`src/rtl/mcp_pkg.sv`:
```
// Shared definitions for the microinstruction bus master: state codes, bus line indices, default widths.
// No logic of its own; latency and backpressure are properties of the modules that import it.
package mcp_pkg;

    typedef logic [2:0] state_t;

    localparam logic [2:0] ST_IDLE = 3'd0;
    localparam logic [2:0] ST_C2   = 3'd1;
    localparam logic [2:0] ST_C3   = 3'd2;
    localparam logic [2:0] ST_C4   = 3'd3;
    localparam logic [2:0] ST_C1   = 3'd4;

    localparam int MB_INH   = 16;
    localparam int MB_PRE15 = 15;

    localparam int AW_DEF = 11;
    localparam int DW_DEF = 22;

    // Phase counter width; covers PHASE_CLKS up to 16.
    localparam int PCW = 4;

    // Returns {c4, c3, c2, c1} for a state code.
    function automatic logic [3:0] phase_onehot(input logic [2:0] s);
        case (s)
            ST_C1:   return 4'b0001;
            ST_C2:   return 4'b0010;
            ST_C3:   return 4'b0100;
            ST_C4:   return 4'b1000;
            default: return 4'b0000;
        endcase
    endfunction

endpackage

```
`src/rtl/mcp_phase_gen.sv`:
```
// Microcycle sequencer: IDLE -> C2 -> C3 -> C4 -> C1, each phase PHASE_CLKS clocks, phase pins registered.
// Latency: start seen on an edge enters C2 on that edge; backpressure: start/cont are only honoured in IDLE / last C1 clock.
module mcp_phase_gen
    import mcp_pkg::*;
#(
    parameter int PHASE_CLKS = 2
) (
    input  logic       clk_i,
    input  logic       rst_ni,
    input  logic       start_i,
    input  logic       cont_i,
    output logic       c1_o,
    output logic       c2_o,
    output logic       c3_o,
    output logic       c4_o,
    output logic       last_clk_o,
    output logic [2:0] state_o,
    output logic [2:0] state_nxt_o
);

    logic [PCW-1:0] cnt_q, cnt_d;
    logic [2:0]     state_q, state_d;
    logic [3:0]     ph_q, ph_d;
    logic           last_clk;

    assign last_clk = (state_q != ST_IDLE) && (cnt_q == PCW'(PHASE_CLKS - 1));

    always_comb begin
        state_d = state_q;
        cnt_d   = cnt_q;
        if (state_q == ST_IDLE) begin
            cnt_d = '0;
            if (start_i) begin
                state_d = ST_C2;
            end
        end else if (last_clk) begin
            cnt_d = '0;
            case (state_q)
                ST_C2:   state_d = ST_C3;
                ST_C3:   state_d = ST_C4;
                ST_C4:   state_d = ST_C1;
                ST_C1:   state_d = cont_i ? ST_C2 : ST_IDLE;
                default: state_d = ST_IDLE;
            endcase
        end else begin
            cnt_d = cnt_q + PCW'(1);
        end
        // Phase pins come from flops fed by the next state so they never glitch.
        ph_d = phase_onehot(state_d);
    end

    always_ff @(posedge clk_i or negedge rst_ni) begin
        if (!rst_ni) begin
            state_q <= ST_IDLE;
            cnt_q   <= '0;
            ph_q    <= '0;
        end else begin
            state_q <= state_d;
            cnt_q   <= cnt_d;
            ph_q    <= ph_d;
        end
    end

    assign {c4_o, c3_o, c2_o, c1_o} = ph_q;
    assign last_clk_o  = last_clk;
    assign state_o     = state_q;
    assign state_nxt_o = state_d;

endmodule

```
`src/rtl/mcp_ubus_master.sv`:
```
// Control-chip master of the active-low microinstruction bus: drives address in C2, inhibit in C3, captures at end of C1.
// Latency 4*PHASE_CLKS clocks from accept to mi_valid; req_ready only in IDLE or on the last C1 clock, mi_valid cannot be stalled.
module mcp_ubus_master
    import mcp_pkg::*;
#(
    parameter int PHASE_CLKS = 2,
    parameter int AW         = AW_DEF,
    parameter int DW         = DW_DEF
) (
    input  logic          pin_clk,
    input  logic          pin_rst_n,
    output logic          pin_c1,
    output logic          pin_c2,
    output logic          pin_c3,
    output logic          pin_c4,
    input  logic [DW-1:0] pin_m_in,
    output logic [DW-1:0] pin_m_dl,
    input  logic          req_valid,
    output logic          req_ready,
    input  logic [AW-1:0] req_addr,
    input  logic          req_inh,
    output logic          mi_valid,
    output logic [DW-1:0] mi_data,
    output logic [AW-1:0] mi_addr,
    output logic          busy
);

    logic [2:0]    state, state_nxt;
    logic          last_clk, in_idle, c1_last, accept;
    logic [AW-1:0] addr_q, addr_d;
    logic          inh_q, inh_d;
    logic [DW-1:0] dl_q, dl_d;
    logic          mi_vld_q;
    logic [DW-1:0] mi_data_q;
    logic [AW-1:0] mi_addr_q;

    assign in_idle   = (state == ST_IDLE);
    assign c1_last   = (state == ST_C1) && last_clk;
    assign req_ready = in_idle || c1_last;
    assign accept    = req_valid && req_ready;

    mcp_phase_gen #(
        .PHASE_CLKS(PHASE_CLKS)
    ) u_phase_gen (
        .clk_i      (pin_clk),
        .rst_ni     (pin_rst_n),
        .start_i    (accept && in_idle),
        .cont_i     (accept && c1_last),
        .c1_o       (pin_c1),
        .c2_o       (pin_c2),
        .c3_o       (pin_c3),
        .c4_o       (pin_c4),
        .last_clk_o (last_clk),
        .state_o    (state),
        .state_nxt_o(state_nxt)
    );

    assign addr_d = accept ? req_addr : addr_q;
    assign inh_d  = accept ? req_inh  : inh_q;

    // Drive enables are registered against the next state so they switch on the same edge as the phase pins.
    always_comb begin
        dl_d = '0;
        if (state_nxt == ST_C2) begin
            dl_d[AW-1:0] = addr_d;
        end
        if (state_nxt == ST_C3) begin
            dl_d[MB_INH] = inh_d;
        end
    end

    always_ff @(posedge pin_clk or negedge pin_rst_n) begin
        if (!pin_rst_n) begin
            addr_q    <= '0;
            inh_q     <= 1'b0;
            dl_q      <= '0;
            mi_vld_q  <= 1'b0;
            mi_data_q <= '0;
            mi_addr_q <= '0;
        end else begin
            addr_q   <= addr_d;
            inh_q    <= inh_d;
            dl_q     <= dl_d;
            mi_vld_q <= c1_last;
            // addr_q still holds this microcycle's address even when a new request lands on the same edge.
            if (c1_last) begin
                mi_data_q <= ~pin_m_in;
                mi_addr_q <= addr_q;
            end
        end
    end

    assign pin_m_dl = dl_q;
    assign mi_valid = mi_vld_q;
    assign mi_data  = mi_data_q;
    assign mi_addr  = mi_addr_q;
    assign busy     = !in_idle;

endmodule
```
`config.mk`:
```
export PLATFORM = sky130hd
export DESIGN_NAME = mcp_ubus_master
export DESIGN_NICKNAME = d
export VERILOG_FILES = /design/src/rtl/mcp_pkg.sv /design/src/rtl/mcp_phase_gen.sv /design/src/rtl/mcp_ubus_master.sv
export SDC_FILE = /design/constraint.sdc
export NUM_CORES = 1
export LEC_CHECK = 0
export BUFFER_PORTS_ARGS = -buffer_cell sky130_fd_sc_hd__buf_2
export CAP_MARGIN = 20
export CORE_AREA = 8 8 84 86
export CTS_BUF_LIST = sky130_fd_sc_hd__clkbuf_4
export DETAILED_ROUTE_END_ITERATION = 6
export DIE_AREA = 0 0 92 94
export GPL_TIMING_DRIVEN = 0
export PLACE_DENSITY = 0.76
export SYNTH_ARGS = -nofsm -noshare
export SYNTH_HDL_FRONTEND = slang
export SYNTH_HIERARCHICAL = 1
export SYNTH_SLANG_ARGS = --single-unit
```
`constraint.sdc`:
```
create_clock -name pin_clk -period 3.45 [get_ports pin_clk]
set_clock_uncertainty 0.1 [all_clocks]
set_input_delay 0.69 -clock pin_clk [delete_from_list [all_inputs] [get_ports pin_clk]]
set_output_delay 0.69 -clock pin_clk [all_outputs]
set_load 0.05 [all_outputs]
```
Word-level counts from Yosys, hierarchy flattened
Cells that the tools add are included.
Word-level totals
  register bits: 69
  input bits: 37
  output and inout bits: 62
  word-level logic and storage cells: 41
Operators by class
  $add $sub $neg: 1
  equality and inequality tests: 9
  multiplexer cells: 12
  bitwise operators: 1
  reduce and logical (&&, ||, !) cells: 9
Operator list (number)
  $mux W11: 2
  $not A22 Y22: 1
  $pmux W4 S4: 1
  $eq A3 B2 Y1 const B: 4
  $pmux W3 S4: 1
  $mux W3: 3
  $mux W4: 2
  $eq A3 B1 Y1 const B: 2
  $eq A3 B3 Y1 const B: 2
  $logic_and A1 B1 Y1: 5
  $add A4 B1 Y4 const B: 1
  $eq A4 B1 Y1 const B: 1
  $logic_not A3 Y1: 1
  $mux W1: 3
  $reduce_bool A3 Y1: 1
  $logic_not A1 Y1: 1
  $logic_or A1 B1 Y1: 1

Longest topological paths before layout
  word-level depth: 12
  mapped depth: 13

By module
Netlist, hierarchy kept.
Modules (own cells, without submodules)
  mcp_ubus_master: times used 1, cells each 215, area each 2358.5 µm², sequential area each 1451.4 µm²
  mcp_phase_gen: times used 1, cells each 50, area each 521.8 µm², sequential area each 275.3 µm²

Least setup slack after synthesis
Ideal clock, no wire load.
  kind: register -> output
  from: register u_phase_gen.cnt_q[1]
  to: output port req_ready
  arrival: 1962 ps
  setup slack: 698 ps
  cell stages (with the launch flop): 9
  path buffers: 2
  cells stage by stage: dfrtp_1 inv_1 ha_1 or3b_4 nor2_1 nand4bb_1 buf_2 buf_1 nand2_1
Between the ends
  cells in the longest elaborated chain, start to end: 4
Ends and longest elaborated chain
  start: declaration: RTL line mcp_phase_gen.sv:21  | logic [PCW-1:0] cnt_q, cnt_d;
  start signal: assignment: RTL line mcp_phase_gen.sv:59  | cnt_q <= cnt_d;
  $eq A4 B1 Y1: RTL line mcp_phase_gen.sv:26  | assign last_clk = (state_q != ST_IDLE) && (cnt_q == PCW'(PHASE_CLKS - 1));
  $logic_and A1 B1 Y1: RTL line mcp_phase_gen.sv:26
  net last_clk: RTL line mcp_ubus_master.sv:29  | logic last_clk, in_idle, c1_last, accept;
  $logic_and A1 B1 Y1: RTL line mcp_ubus_master.sv:38  | assign c1_last = (state == ST_C1) && last_clk;
  $logic_or A1 B1 Y1: RTL line mcp_ubus_master.sv:39  | assign req_ready = in_idle || c1_last;
  end: declaration: RTL line mcp_ubus_master.sv:19  | output logic req_ready,
The timed path passes the listed nets, and every way through them passes these cells.

Worst setup path in the final report
Ends and elaborated chain as after synthesis.

==> out/qor.yml <==
required_ns: 2.66
post_cts_buffers: 0
r2r_slack_ns: 0.36
cts_tree: "done"
cts.sinks: 69
grt_max_degree: 70
postPlaceCellArea_um2: 3451
leakage_uw: 0.001982
num_rows: 28
synthAdderAreaFrac_pct: 0.8688
cts.path.max_buffers: 2
hold_path_class: "input port to async pin"
design_area_um2: 3551
final_common_cell: "buf_2"
htree_levels: 3
max-slew-margin-rel_pct: 44.93
numCtsBuffers: 9
arrival_ns: 2.42
synth_compound_area_share_pct: 5.300
ys_types: 36
post_drt_wl_per_cell_um: 14.41
crit_top_cell: "buf_2"
finalCritPeriodShare_pct: 92.91
clk_latency_ns: 0.39
reg2reg_depth: 13
power_uw: 3629
wl_um: 6499
yosysWarnings: 6
cts.clk_slew.worst_paths_ns: 0.11
die_area_um2: 8648
max_stage_delay_ns: 0.41
first_pass_iters: 4
place.gp.congestion: 0.8064
clock.fmax_ghz: 0.3120
min_period_ns: 3.205
final_antenna_net_count: 0
status: "finished clean"
final_cell_mix: "buf_2, nand2_1, dfrtp_1"
dpl_worst_slack_ns: 0.3613
crit_path_end_kind: "output port"
post_cts_resized: 0
cts_hold_buf: 0
core_um2: 5746
ys_seq_area_share_pct: 59.95
final.setup.tns_ns: 0
die_h_um: 94
track_usage_pct: 15.66
synth_xor_area_share_pct: 0.9123
timing_worst_setup_path_type: "register to output port"
root_buffer: "clkbuf_4"
p_comb_share_pct: 52.9
io_pins: 99
hold_violations: 0
synth_area_um2: 2880
maxCapViolCount: 0
drt_iter0_drc: 75
dp_hpwl_um: 4845
drc: 0
synthMuxAreaShare_pct: 10.25
switching_share_pct: 49.45
crit_slowest_cell: "dfrtp_1"
crit_fanout: 19
power_frac_clock_pct: 11.5
worstMarginPinSlew_ns: 0.8261
finalNetCount: 411
diodes: 0
initial_utilization_pct: 50.13
reg2reg_to: "pin_m_dl[4]"
ir_worst_vdd_uv: 484.4
seq_power_share_pct: 35.6
netlist_instances: 265
setup_ws_ns: 0.2447
switchingPower_uw: 1794
num_vias: 2164
rsz0062_at_grt: "no"
ys_ff_latch: 69
synth_top_family_by_area: "simple AND/OR/NAND/NOR gates"
grt_overflow: 0
area_growth_pct: 23.28
startpoint_type: "register"
synth_area_per_cell_um2: 10.87
power_density_nw_per_um2: 1022
grt_antenna_before_repair: 0
crit_end: "req_ready"
port-buffer-count: 88
synth-simple-area-share_pct: 17.42
worstReg2RegStart: "u_phase_gen/cnt_q[1]"
worstPathCellList: "inv_1 > ha_1 > or3b_4 > nor2_1 > nand4bb_1 > buf_2 > nand2_1 > buf_2"
grt_pass1_vias: 2292
cp-startpoint: "u_phase_gen/cnt_q[1]"
routed_via_density: 4.798
hold_slack_ns: 0.2926
setup_violations: 0
maxSlewViolCount: 0
die_width_um: 92
drive_gt1_share_pct: 34.84
grt_pass1_wl_um: 10770
p_int_uw: 1834
-- metal layers --
| layer | routed length (um) | global-route usage (%) | vias up | share of wire, % |
|---|---|---|---|---|
| li1 | - | - | 1062 | - |
| met1 | 2772 | 18.01 | 1023 | 43 |
| met2 | 3102 | 25.45 | 67 | 48 |
| met3 | 494 | 5.196 | 12 | 7.6 |
| met4 | 130 | 8.322 | 0 | 2.0 |
| met5 | 0 | 0 | - | 0 |
-- cells in the mapped netlist, drive strengths merged --
master | instances | share of area (%)
nor3b | 4 | 1.4
nand3b | 1 | 0.26
nand3 | 2 | 0.35
nand2 | 84 | 11
nor3 | 2 | 0.52
nand2b | 2 | 0.43
or2 | 1 | 0.22
nor2 | 7 | 0.91
o311ai | 1 | 0.30
nand4bb | 1 | 0.39
mux2 | 12 | 5.7
or3 | 1 | 0.22
mux2i | 13 | 4.5
o31ai | 1 | 0.26
buf | 15 | 3.7
nand4 | 2 | 0.43
clkbuf | 8 | 1.0
dfrtp | 69 | 60
xor2 | 1 | 0.30
conb | 1 | 0.13
inv | 3 | 0.39
ha | 2 | 0.87
nor2b | 1 | 0.22
and2 | 2 | 0.43
nor4b | 1 | 0.30
or3b | 1 | 0.39
o21ai | 25 | 4.7
xnor2 | 2 | 0.61
-- worst max-delay path, delay by kind of cell (launching register included) --
family / cells / cell delay, ns
simple gates: 4 / 0.83
flops: 1 / 0.41
buf+inv: 3 / 0.62
fa+ha+maj: 1 / 0.16
-- area by class of cell --
cell class | instances | area, um^2
clock buffer | 12 | 90.09
multi-input combinational | 179 | 1039
tap | 75 | 93.84
timing repair buffer | 88 | 442.9
sequential | 69 | 1727
buffer | 22 | 133.9
inverter | 3 | 11.26
fill | 510 | 2195
clock inverter | 3 | 13.76
-- stage by stage --
stage / cells / utilization [%]
after floorplan: 274 / -
after global placement: 437 / 60.02
after detailed placement: 437 / 60.06
after CTS: 451 / 61.80
after global routing: 451 / 61.80
final: 451 / 61.80
-- cells by family (layout without fill, tap and decap cells) --
group / after synthesis / after routing
buffers and inverters: 26 / 128
multiplexers: 25 / 25
adder cells (fa/ha/maj): 2 / 2
XOR/XNOR: 3 / 3
AO/OA/AOI/OAI: 27 / 27
flip-flops: 69 / 69
other: 1 / 10
AND/OR/NAND/NOR: 112 / 112
-- registers in the layout, indices dropped and copies added, names as in the netlist --
| register | flops |
|---|---|
| u_phase_gen/cnt_q | 4 |
| u_phase_gen/ph_q | 4 |
| u_phase_gen/state_o | 3 |
| pin_m_dl | 12 |
| mi_addr | 11 |
| mi_data | 22 |
| mi_valid | 1 |
| inh_q | 1 |
| addr_q | 11 |
-- worst min-delay path by stage --
stage                      start          end  slack [ns]  cells past startpoint
floorplan              pin_rst_n    addr_q[0]        0.29                      0
global placement      mi_addr[4]   mi_addr[4]        0.36                      2
detailed placement    mi_addr[0]   mi_addr[0]        0.36                      2
CTS                    pin_rst_n   mi_data[1]        0.31                      1
global route        pin_m_in[18]  mi_data[18]        0.35                      2
finish                 pin_rst_n   mi_data[1]        0.29                      1
-- power groups by stage --
stage | registers, uW | logic (uW) | clock network (uW)
CTS | 1290 | 1940 | 428
finish | 1290 | 1920 | 417
global placement | 1290 | 1900 | 0
floorplan | 2000 | 783 | 0
global route | 1330 | 2070 | 471
detailed placement | 1310 | 1940 | 0
(Power assumes the default switching activity.)
